===== src/rtl/typecm_tx_sched.sv =====
// ============================================================================
// Module   : typecm_tx_sched
// Purpose  : Transmit scheduler for the type-C/M link. Arbitrates between a
//            response request (highest priority) and three report requests
//            (round-robin), then drives one packet at a time to typecm_tx
//            using an fs/fd handshake.
// Options  : TYPECM_TX_SCHED_TIMEOUT_EN - adds a SEND-state timeout of
//            TMO_CYC cycles that raises err and re-arbitrates the request.
// Revision : 1.0 - initial release
// ============================================================================
`default_nettype none

module typecm_tx_sched #(
  parameter logic [15:0] TMO_CYC = 16'd4000
) (
  input  logic       clk,
  input  logic       rst,
  input  logic       rsp_req,
  input  logic [1:0] rsp_code,
  output logic       rsp_done,
  input  logic [2:0] rpt_req,
  output logic [2:0] rpt_done,
  output logic [3:0] btype,
  output logic       fs,
  input  logic       fd,
  output logic       busy,
  output logic       err
);

  typedef enum logic [2:0] {
    S_IDLE = 3'd0,
    S_PREP = 3'd1,
    S_SEND = 3'd2,
    S_DONE = 3'd3,
    S_ERR  = 3'd4
  } state_t;

  localparam logic [3:0] c_btype_init = 4'b0000;
  localparam logic [3:0] c_btype_rpt0 = 4'b0101;

  state_t     r_state;
  logic [3:0] r_btype;
  logic       r_fs;
  logic       r_busy;
  logic       r_rsp_done;
  logic [2:0] r_rpt_done;
  logic       r_is_rsp;   // packet in flight is the response, not a report
  logic [1:0] r_grant;    // report index of the packet in flight
  logic [1:0] r_ptr;      // round-robin search start

  logic       w_rsp_valid;
  logic       w_rr_hit;
  logic [1:0] w_rr_idx;

`ifdef TYPECM_TX_SCHED_TIMEOUT_EN
  logic [15:0] r_cnt;
  logic        r_err;
  assign err = r_err;
`else
  // Timeout hardware is absent; keep the parameter referenced for lint.
  logic w_unused_tmo;
  assign w_unused_tmo = ^TMO_CYC;
  assign err = 1'b0;
`endif

  assign btype    = r_btype;
  assign fs       = r_fs;
  assign busy     = r_busy;
  assign rsp_done = r_rsp_done;
  assign rpt_done = r_rpt_done;

  // Response validity and round-robin report pick starting at r_ptr.
  always_comb begin
    w_rsp_valid = rsp_req && (rsp_code != 2'b00);
    w_rr_hit    = 1'b0;
    w_rr_idx    = 2'd0;
    // Walk from farthest to nearest so the nearest requester wins.
    for (int i = 2; i >= 0; i--) begin
      int j;
      j = (int'(r_ptr) + i) % 3;
      if (rpt_req[j]) begin
        w_rr_hit = 1'b1;
        w_rr_idx = 2'(j);
      end
    end
  end

  // Scheduler state machine with registered outputs.
  always_ff @(posedge clk or negedge rst) begin
    if (!rst) begin
      r_state    <= S_IDLE;
      r_btype    <= c_btype_init;
      r_fs       <= 1'b0;
      r_busy     <= 1'b0;
      r_rsp_done <= 1'b0;
      r_rpt_done <= 3'b000;
      r_is_rsp   <= 1'b0;
      r_grant    <= 2'd0;
      r_ptr      <= 2'd0;
`ifdef TYPECM_TX_SCHED_TIMEOUT_EN
      r_cnt      <= 16'd0;
      r_err      <= 1'b0;
`endif
    end else begin
      // Completion pulses last a single cycle.
      r_rsp_done <= 1'b0;
      r_rpt_done <= 3'b000;
`ifdef TYPECM_TX_SCHED_TIMEOUT_EN
      r_err      <= 1'b0;
`endif
      case (r_state)
        S_IDLE: begin
          if (w_rsp_valid) begin
            r_state  <= S_PREP;
            r_busy   <= 1'b1;
            r_is_rsp <= 1'b1;
            r_btype  <= {2'b00, rsp_code};
          end else if (w_rr_hit) begin
            r_state  <= S_PREP;
            r_busy   <= 1'b1;
            r_is_rsp <= 1'b0;
            r_grant  <= w_rr_idx;
            r_btype  <= c_btype_rpt0 + {2'b00, w_rr_idx};
          end
        end
        S_PREP: begin
          r_state <= S_SEND;
          r_fs    <= 1'b1;
`ifdef TYPECM_TX_SCHED_TIMEOUT_EN
          r_cnt   <= 16'd0;
`endif
        end
        S_SEND: begin
          // fd takes precedence over an expiring timeout.
          if (fd) begin
            r_state <= S_DONE;
            r_fs    <= 1'b0;
            if (r_is_rsp) begin
              r_rsp_done <= 1'b1;
            end else begin
              r_rpt_done <= 3'b001 << r_grant;
            end
`ifdef TYPECM_TX_SCHED_TIMEOUT_EN
          end else if (r_cnt == TMO_CYC - 16'd1) begin
            r_state <= S_ERR;
            r_fs    <= 1'b0;
            r_err   <= 1'b1;
          end else begin
            r_cnt <= r_cnt + 16'd1;
`endif
          end
        end
        S_DONE: begin
          r_state <= S_IDLE;
          r_busy  <= 1'b0;
          r_btype <= c_btype_init;
          if (!r_is_rsp) begin
            r_ptr <= (r_grant == 2'd2) ? 2'd0 : r_grant + 2'd1;
          end
        end
        S_ERR: begin
          // Request stays pending; pointer untouched so it re-arbitrates.
          r_state <= S_IDLE;
          r_busy  <= 1'b0;
          r_btype <= c_btype_init;
        end
        default: begin
          r_state <= S_IDLE;
          r_busy  <= 1'b0;
          r_fs    <= 1'b0;
          r_btype <= c_btype_init;
        end
      endcase
    end
  end

endmodule

`default_nettype wire


===== config.mk =====
export PLATFORM = sky130hd
export DESIGN_NAME = typecm_tx_sched
export DESIGN_NICKNAME = d
export VERILOG_FILES = /design/src/rtl/typecm_tx_sched.sv
export SDC_FILE = /design/constraint.sdc
export NUM_CORES = 1
export LEC_CHECK = 0
export ABC_AREA = 1
export BUFFER_PORTS_ARGS = -buffer_cell sky130_fd_sc_hd__buf_2
export CORE_ASPECT_RATIO = 1.1
export CORE_MARGIN = 3
export CORE_UTILIZATION = 55
export DETAILED_ROUTE_END_ITERATION = 6
export PLACE_DENSITY = 0.79
export SYNTH_ARGS = -nofsm -noshare
export SYNTH_HDL_FRONTEND = slang
export SYNTH_SLANG_ARGS = --single-unit

===== constraint.sdc =====
create_clock -name clk -period 3.17 [get_ports clk]
set_clock_uncertainty 0.05 [all_clocks]
set_input_delay 0.317 -clock clk [delete_from_list [all_inputs] [get_ports clk]]
set_output_delay 0.317 -clock clk [all_outputs]
set_load 0.005 [all_outputs]

==> impl_metrics.json <==
{
  "status": "complete, no violations",
  "yosys.area.top_type": "dfrtp_1",
  "ir_worst_vdd_mv": 0.557,
  "final.fill_count": 136,
  "netlist_instances": 126,
  "layout_commonest_cell": "nand2_1",
  "worstHoldPathType": "input port to flip-flop",
  "top_level_ports": 20,
  "fin_nets": 166,
  "antenna_found_initial": 0,
  "slew_violations": 0,
  "end_kind": "flip-flop",
  "avgSynthCellArea_sq_um": 8.25,
  "finalCritPeriodShare": 0.653,
  "grt_pass1_vias": 828,
  "syn-num-nets": 143,
  "die_w_um": 47.5,
  "ys_seq_elements": 17,
  "rr_endpoint": "btype[1]",
  "cts.sinks": 17,
  "total_power_w": 0.00108,
  "cts_hold_buffers": 1,
  "grt_usage": 0.191,
  "min_to": "rsp_done",
  "mostFrequentLayoutCells": "nand2_1 (30), buf_2 (18), dfrtp_1 (17), inv_1 (15), nand3_1 (10)",
  "synth_top_area_frac": 0.409,
  "drc": 0,
  "crit_required_ps": 3320,
  "core_region_area_sq_um": 1670,
  "start_kind": "flip-flop",
  "grt_start_max_net_pins": 18,
  "cts.repair.resized": 0,
  "combPwrFrac": 0.580,
  "die-area_sq_um": 2450,
  "dp_hpwl_um": 1630,
  "p_seq_frac": 0.310,
  "post_drt_wl_per_cell_um": 12.2,
  "path_clk_slew_ps": 100,
  "r2r_slack_ps": 1100,
  "r2r-start": "r_ptr[0]",
  "period_needed_ps": 2070,
  "hold_path_depth": 3,
  "swShare": 0.478,
  "arrival_ps": 2220,
  "yosysWarnings": 0,
  "fmax_ghz": 0.483,
  "tns_ps": 0,
  "post-place-ws_ps": 1140,
  "grt_pass1_wl_um": 3370,
  "via_count": 876,
  "dr.pass1.iters": 4,
  "cts_tree": "yes",
  "cts_setup_buffers": 0,
  "yosysUniqueCellTypes": 24,
  "critical_path_class": "flip-flop to flip-flop",
  "routed_wirelength_um": 2010,
  "port_buffers": 18,
  "fin_ws_ps": 1100,
  "clkPwrFrac": 0.110,
  "final_antenna_net_count": 0,
  "vias_per_cell": 5.31,
  "gr-total-overflow": 0,
  "htreeDepth": 1,
  "ys_seq_area_frac": 0.409,
  "clockRootBuffer": "clkbuf_4",
  "clock_path_buffers": 2,
  "n_antenna_cell": 0,
  "die_h_um": 51.6,
  "hold_slack_ps": 215,
  "synth_area_leaders": "dfrtp_1 (41%), nand2_1 (11%), ha_1 (9.6%), inv_1 (5.4%), nand3_1 (4.8%)",
  "power_density_nw_per_um2": 918,
  "intPower_w": 0.000566,
  "fin_util": 0.707,
  "layout-area-overhead-vs-synth_pct": 13.6,
  "rows": 15,
  "hold_viol": 0,
  "drive_above_1_share": 0.291,
  "maxCapViolations": 0,
  "clock_latency_ps": 300,
  "setup_viol": 0,
  "ff_latch_area_sq_um": 425,
  "drtIter0Drc": 10,
  "cts_buffers": 3,
  "multiInputGateArea_sq_um": 528,
  "hp-start": "fd",
  "syn-cell-area_sq_um": 1040,
  "p_switching_w": 0.000518,
  "rsz0062_at_grt": "no",
  "r2r_cells": 13,
  "place_congestion": 0.848,
  "worst-path-max-fanout": 7,
  "initial_core_util": 0.622,
  "cellLeakagePower_nw": 0.639
}
==> per-layer routing <==
| metal | vias up | wire, um | track usage |
|---|---|---|---|
| met2 | 22 | 1020 | 0.317 |
| met4 | 0 | 42 | 0.0829 |
| li1 | 446 | - | - |
| met1 | 403 | 863 | 0.242 |
| met3 | 5 | 79 | 0.0208 |
| met5 | - | 0 | 0 |
==> how the worst max path moves through the flow <==
stage / startpoint / to / slack, ps / cells after the start
floorplan: r_ptr[0] / btype[1] / 1320 / 13
global placement: r_ptr[0] / btype[1] / 1240 / 13
detailed placement: r_ptr[0] / btype[1] / 1140 / 13
CTS: r_ptr[0] / btype[1] / 1110 / 13
global route: r_ptr[0] / btype[1] / 930 / 14
finish: r_ptr[0] / btype[1] / 1100 / 13
==> cell families (layout without fill, tap and decap cells) <==
| family | after synthesis | in the layout | share of synthesized area |
|---|---|---|---|
| other | 1 | 1 | 0.00361 |
| flip-flops | 17 | 17 | 0.409 |
| multiplexers | 1 | 1 | 0.0108 |
| AO/OA/AOI/OAI | 21 | 21 | 0.125 |
| buffers and inverters | 22 | 44 | 0.0830 |
| adder cells (fa/ha/maj) | 8 | 8 | 0.0963 |
| AND/OR/NAND/NOR | 56 | 56 | 0.272 |
==> state kept, by name, indices dropped and copies added, names as in the netlist <==
signal,count
btype,4
busy,1
r_is_rsp,1
rsp_done,1
r_state,2
r_ptr,2
r_grant,2
rpt_done,3
fs,1
==> power groups by stage <==
stage               sequential, W  combinational (W)  clock [W]
floorplan                0.000336           0.000492          0
global placement         0.000336           0.000608          0
detailed placement       0.000340           0.000630          0
CTS                      0.000335           0.000632   0.000124
global route             0.000344           0.000716   0.000133
finish                   0.000336           0.000629   0.000119
==> per-stage QoR <==
stage          std cells  area (sq um)
2_1_floorplan        126          1040
3_3_place_gp         160          1140
5_1_grt              165          1180
3_5_place_dp         160          1140
6_report             165          1180
4_1_cts              165          1180
==> cell usage after synthesis <==
master and n:
a21oi_1 4, a21oi_2 1, a22oi_1 1, buf_4 1
conb_1 1, dfrtp_1 17, ha_1 8, inv_1 15
inv_2 6, mux2_2 1, nand2_1 30, nand2_2 1
nand2_4 2, nand3_1 10, nand3_2 2, nand4_1 1
nand4_4 1, nor2_1 3, nor2_2 1, nor3_1 4
o21ai_0 5, o21ai_1 5, o21ai_2 5, or2_2 1
==> cell type report <==
type,count,area share
Timing Repair Buffer,19,0.0847
Tap cell,17,0.0180
Inverter,21,0.0667
Clock buffer,3,0.0191
Multi-Input combinational cell,87,0.447
Sequential cell,17,0.360
Clock inverter,1,0.00424
==> worst max-delay path: stages, from the launching register on <==
cell and delay [ps]:
dfrtp_1 370, inv_1 80, ha_1 350, inv_2 130, nand2_1 70, nand3_1 110
nand3_1 90, nand3_1 110, nand2_1 80, ha_1 290, nand2_1 70, nand2_1 50
nand2_1 80, o21ai_2 60
Note: power is estimated with default switching activity, not from simulation.
